[src/rtl/branch_hazard_ctrl.sv]
// Branch hazard controller: stalls on a branch in ID until MEM resolves it, then flushes on taken.
// Optional statistics counters are built when BRANCH_HAZARD_STATS_EN is defined.
module branch_hazard_ctrl #(
    parameter int RESOLVE_LAT = 2,
    parameter int FLUSH_CYC   = 2,
    parameter int STAT_W      = 16
) (
    input  logic              clk,
    input  logic              reset,
    input  logic              branch_id,
    input  logic              res_valid,
    input  logic              res_taken,
    output logic              branchhazard,
    output logic              flush,
    output logic              busy,
    output logic              timeout_err
`ifdef BRANCH_HAZARD_STATS_EN
    ,
    output logic [STAT_W-1:0] branch_cnt,
    output logic [STAT_W-1:0] taken_cnt
`endif
);

    typedef enum logic [1:0] {
        ST_IDLE  = 2'd0,
        ST_WAIT  = 2'd1,
        ST_FLUSH = 2'd2
    } state_e;

    localparam logic [3:0] RES_LAT_C   = 4'(RESOLVE_LAT);
    localparam logic [3:0] FLUSH_CYC_C = 4'(FLUSH_CYC);

    if (RESOLVE_LAT < 1 || RESOLVE_LAT > 15 || FLUSH_CYC < 1 || FLUSH_CYC > 7 || STAT_W < 1) begin : g_param_err
        $error("branch_hazard_ctrl: parameter out of legal range");
    end

    state_e     state_q, state_d;
    logic [3:0] cnt_q, cnt_d;
    logic       err_q, err_d;
    logic       branch_inc_s;
    logic       taken_inc_s;

    // State, shared wait/flush counter and sticky timeout flag.
    always_ff @(posedge clk or negedge reset) begin
        if (!reset) begin
            state_q <= ST_IDLE;
            cnt_q   <= 4'd0;
            err_q   <= 1'b0;
        end else begin
            state_q <= state_d;
            cnt_q   <= cnt_d;
            err_q   <= err_d;
        end
    end

    // Next-state logic; branchhazard must react to branch_id/res_valid within the same cycle.
    always_comb begin
        state_d      = state_q;
        cnt_d        = cnt_q;
        err_d        = err_q;
        branchhazard = 1'b1;
        branch_inc_s = 1'b0;
        taken_inc_s  = 1'b0;
        case (state_q)
            ST_IDLE: begin
                if (branch_id) begin
                    branchhazard = 1'b0;
                    cnt_d        = 4'd1;
                    state_d      = ST_WAIT;
                    branch_inc_s = 1'b1;
                end else begin
                    branchhazard = 1'b1;
                end
            end
            ST_WAIT: begin
                if (res_valid) begin
                    branchhazard = 1'b1;
                    if (res_taken) begin
                        state_d     = ST_FLUSH;
                        cnt_d       = FLUSH_CYC_C;
                        taken_inc_s = 1'b1;
                    end else begin
                        state_d = ST_IDLE;
                        cnt_d   = 4'd0;
                    end
                end else begin
                    branchhazard = 1'b0;
                    // A resolution arriving in the final allowed cycle is taken above, so only a miss times out.
                    if (cnt_q >= RES_LAT_C) begin
                        err_d   = 1'b1;
                        state_d = ST_IDLE;
                        cnt_d   = 4'd0;
                    end else begin
                        cnt_d = cnt_q + 4'd1;
                    end
                end
            end
            ST_FLUSH: begin
                if (cnt_q <= 4'd1) begin
                    state_d = ST_IDLE;
                    cnt_d   = 4'd0;
                end else begin
                    cnt_d = cnt_q - 4'd1;
                end
            end
            default: begin
                state_d = ST_IDLE;
                cnt_d   = 4'd0;
            end
        endcase
    end

    assign flush       = (state_q == ST_FLUSH);
    assign busy        = (state_q != ST_IDLE);
    assign timeout_err = err_q;

`ifdef BRANCH_HAZARD_STATS_EN
    logic [STAT_W-1:0] branch_cnt_q;
    logic [STAT_W-1:0] taken_cnt_q;

    // Saturating event counters.
    always_ff @(posedge clk or negedge reset) begin
        if (!reset) begin
            branch_cnt_q <= {STAT_W{1'b0}};
            taken_cnt_q  <= {STAT_W{1'b0}};
        end else begin
            if (branch_inc_s && (branch_cnt_q != {STAT_W{1'b1}})) begin
                branch_cnt_q <= branch_cnt_q + STAT_W'(1);
            end
            if (taken_inc_s && (taken_cnt_q != {STAT_W{1'b1}})) begin
                taken_cnt_q <= taken_cnt_q + STAT_W'(1);
            end
        end
    end

    assign branch_cnt = branch_cnt_q;
    assign taken_cnt  = taken_cnt_q;
`else
    logic unused_stats_s;
    assign unused_stats_s = branch_inc_s ^ taken_inc_s;
`endif

endmodule

[config.mk]
export PLATFORM = sky130hd
export DESIGN_NAME = branch_hazard_ctrl
export DESIGN_NICKNAME = d
export VERILOG_FILES = /design/src/rtl/branch_hazard_ctrl.sv
export SDC_FILE = /design/constraint.sdc
export NUM_CORES = 1
export LEC_CHECK = 0
export ABC_AREA = 1
export ABC_CLOCK_PERIOD_IN_PS = 1100
export BUFFER_PORTS_ARGS = -buffer_cell sky130_fd_sc_hd__buf_2
export CAP_MARGIN = 20
export CORE_AREA = 2 2 39 41
export CTS_CLUSTER_SIZE = 28
export DETAILED_ROUTE_END_ITERATION = 12
export DIE_AREA = 0 0 41 43
export PLACE_DENSITY_LB_ADDON = 0.15
export SYNTH_ARGS = -nofsm -noshare
export SYNTH_HDL_FRONTEND = slang
export SYNTH_SLANG_ARGS = --single-unit
[constraint.sdc]
create_clock -name clk -period 1.1 [get_ports clk]
set_input_delay 0.055 -clock clk [delete_from_list [all_inputs] [get_ports clk]]
set_output_delay 0.055 -clock clk [all_outputs]
set_load 0.02 [all_outputs]
==> summary.md <==
| Metric | Value |
|---|---|
| Clock Tree Root | `clkbuf_4` |
| Slew Limit Fails | `0` |
| Final Skew | `between 1 and 1.5 ps` |
| First-pass GRT wire length | `between 1.5 and 2 mm` |
| Drt wl/cell | `roughly 9.8 um` |
| Via count | `420` |
| Post-Syn Area | `~470 um^2` |
| Final Cell Area | `roughly 700 um^2` |
| Synth Area in Simple Gates | `0.316` |
| Core ar. | `between 1000 and 1500 um^2` |
| Hold Slack | `about 36 ps` |
| CTS clk-pin slew, worst paths | `roughly 50 ps` |
| Run status | `finished with violations` |
| Vias/cell | `around 4.2` |
| Port bufs | `8` |
| P per Cell Area | `between 2000 and 3000 nW/um^2` |
| Placed instance count | `87` |
| Final hold violation count | `0` |
| Max-Cap Viols | `0` |
| Yosys top cell area share | `0.374` |
| GRT Util Overall | `0.151` |
| Failing checks | `negative setup slack` |
| Fin worst setup slack | `-124 ps` |
| Synth Net Count | `65` |
| Detailed-placement wirelength estimate | `749 um` |
| Die Ht | `43 um` |
| Fin cells | `between 90 and 100` |
| Largest net degree at the start of global routing | `8` |
| WL final | `a little under 1 mm` |
| Clock Latency Late Sink | `260 ps` |
| Final setup vio count | `8` |
| Hold WC Path Type | `input port to flip-flop` |
| Peak VDD IR | `1460 uV` |
| Distinct cells, synth | `19` |
| Setup TNS | `-577 ps` |
| Top Ports | `9` |
| Number of synthesized register bits | `7` |
| Final period util | `1.11` |
| Die area | `around 1800 um^2` |
| Multiplexer area fraction after synthesis | `0` |
| Arrival @ worst endpoint | `approximately 1300 ps` |
| Setup slack, reg-to-reg | `-120 ps` |
| Post-layout util | `0.504` |
| Htree depth | `1` |
| Placer Congestion | `between 0.6 and 0.7` |
| Clock Sinks | `7` |
| Synth Area in Adders | `0.107` |
| Static leakage | `approximately 0.37 nW` |
| Max stage delay on crit path | `about 400 ps` |
| Fill cells | `135` |
| Critical path's slowest cell | `dfrtp_1` |
| Final ANT Viol Nets | `0` |
| Min Tclk post-route | `1220 ps` |
| Initial antenna violation count | `0` |
| Synth area leader | `dfrtp_1` |
| Post-synthesis compound-gate area fraction | `0.0775` |
| CP cell instances | `inv_2 > ha_2 > inv_2 > nand2_2 > nor2_4 > nand2_2 > inv_1 > nand2_1 > o221ai_1` |
| Grt total ovfl | `0` |
| Dpl ws | `-131 ps` |
| Site row count | `14` |
| Warnings from Yosys | `0` |
| CP top delay family | `flip-flops` |
| CP max FO | `3` |
| Worst-margin pin slew | `about 180 ps` |
| Num CTS Buffers | `3` |
| Worst setup EP type | `flip-flop` |
| Critical Path Start Type | `flip-flop` |
| F_max | `roughly 0.8 GHz` |
| Detailed-route DRC error count | `0` |
| Worst slew margin | `0.878` |
| WP buf/inv | `3` |
| Largest family of logic cells by synthesized area | `simple AND/OR/NAND/NOR gates` |
| CTS tree | `done` |
| Starting Density | `0.338` |
| Syn_area_per_cell | `around 8.4 um^2` |
| RSZ-0062 raised after global routing | `true` |
| Synth top area cells | `dfrtp_1 (37%), ha_1 (11%), nand2_1 (10%)` |
| Post-Synth XOR/XNOR Area | `0.0374` |
| Post-synthesis cell count | `56` |
| Inserted Diodes | `0` |
| Clock Tree Buf Depth | `2` |
| Area after DPL | `roughly 600 um^2` |
| DIE WIDTH | `41 um` |
| Total power | `1.80 mW` |
| Pre-antenna DRT Iters | `4` |
| Starting DRT DRC Count | `10` |
| Critical Path RT | `between 1000 and 1500 ps` |
| Synth-to-layout area growth | `48.9%` |
| Layout net count | `93` |
| Share of layout cells above drive strength 1 | `0.578` |
| Worst setup path class | `flip-flop to flip-flop` |
| Sequential share of the synthesized area | `0.374` |
| Number of global-route vias before repair | `between 400 and 500` |
final timing paths:
check	from	cells after the start	end
setup / recovery	cnt_q[0]	9	cnt_q[2]
hold / removal	res_valid	2	timeout_err
setup reg to reg	cnt_q[0]	9	cnt_q[2]
hold reg to reg	timeout_err	2	timeout_err
max in group asynchronous	reset	2	cnt_q[1]
min in group asynchronous	reset	2	state_q[1]
metal layers:
metal  vias up  part of all wire  global-route usage
met2         7              0.46               0.209
met4         0             0.014              0.0600
met5         -                 0                   0
li1        228                 -                   -
met1       183              0.46               0.182
met3         2             0.062              0.0942
synth_stat cells (all sizes together):
master / count
nand2: 18
inv: 11
dfrtp: 7
nor2: 5
ha: 4
nand4: 2
a21oi: 1
nand3: 1
o21ai: 1
o221ai: 1
o22ai: 1
o31ai: 1
or2: 1
xnor2: 1
xor2: 1
placed cells by master, fill, tap and decap left out, drive strengths merged:
| master | count |
|---|---|
| or2 | 1 |
| dlygate4sd3 | 1 |
| xor2 | 1 |
| ha | 4 |
| nand3 | 1 |
| o21ai | 1 |
| nand4 | 2 |
| buf | 22 |
| inv | 11 |
| nand2 | 18 |
| xnor2 | 1 |
| o22ai | 1 |
| nor2 | 5 |
| o221ai | 1 |
| a21oi | 1 |
| dfrtp | 7 |
| o31ai | 1 |
| clkbuf | 4 |
registers in the layout (all words and copies together), names as in the netlist:
signal and cells:
cnt_q 4, timeout_err 1, state_q 2
cells by family (layout without fill, tap and decap cells):
logic type	Yosys count	count (layout)
DFF	7	7
xor gates and xnor gates	2	2
and+or+nand+nor	27	27
adders and majority gates	4	4
buffers and inverters	11	38
AOI/OAI and AO/OA	5	5
final cells by class:
type,instances,area [um^2],area share
multi-input cells,38,270,0.388
well taps,16,20.0,0.0287
repair buffers,23,164,0.235
clock buffers,4,26.3,0.0377
inverters,11,41.3,0.0592
flip-flops and latches,7,175,0.251
power breakdown:
part / total (mW) / leakage, nW / internal (mW) / switching [mW]
Combinational: 1.17 / 0.267 / 0.590 / 0.576
Clock: 0.237 / 0.0150 / 0.139 / 0.0985
Sequential: 0.400 / 0.0872 / 0.330 / 0.0702
worst reg2reg max path, stage by stage, from the launching register on:
cell      delay (ps)
dfrtp_1          410
inv_2             90
ha_2             170
inv_2             30
nand2_2           70
nor2_4            40
nand2_2           70
inv_1             60
nand2_1           50
o221ai_1         110
what timing repair did:
action / 4_1_cts / 5_1_grt
pin swaps: 3 / 2
buffers inserted: 6 / 1
setup endpoints to repair: 5 / 10
gates resized for setup: 7 / 0
hold endpoints to repair: 7 / 0
hold buffers: 1 / 0
No activity file was read; power rests on OpenSTA's default activity.
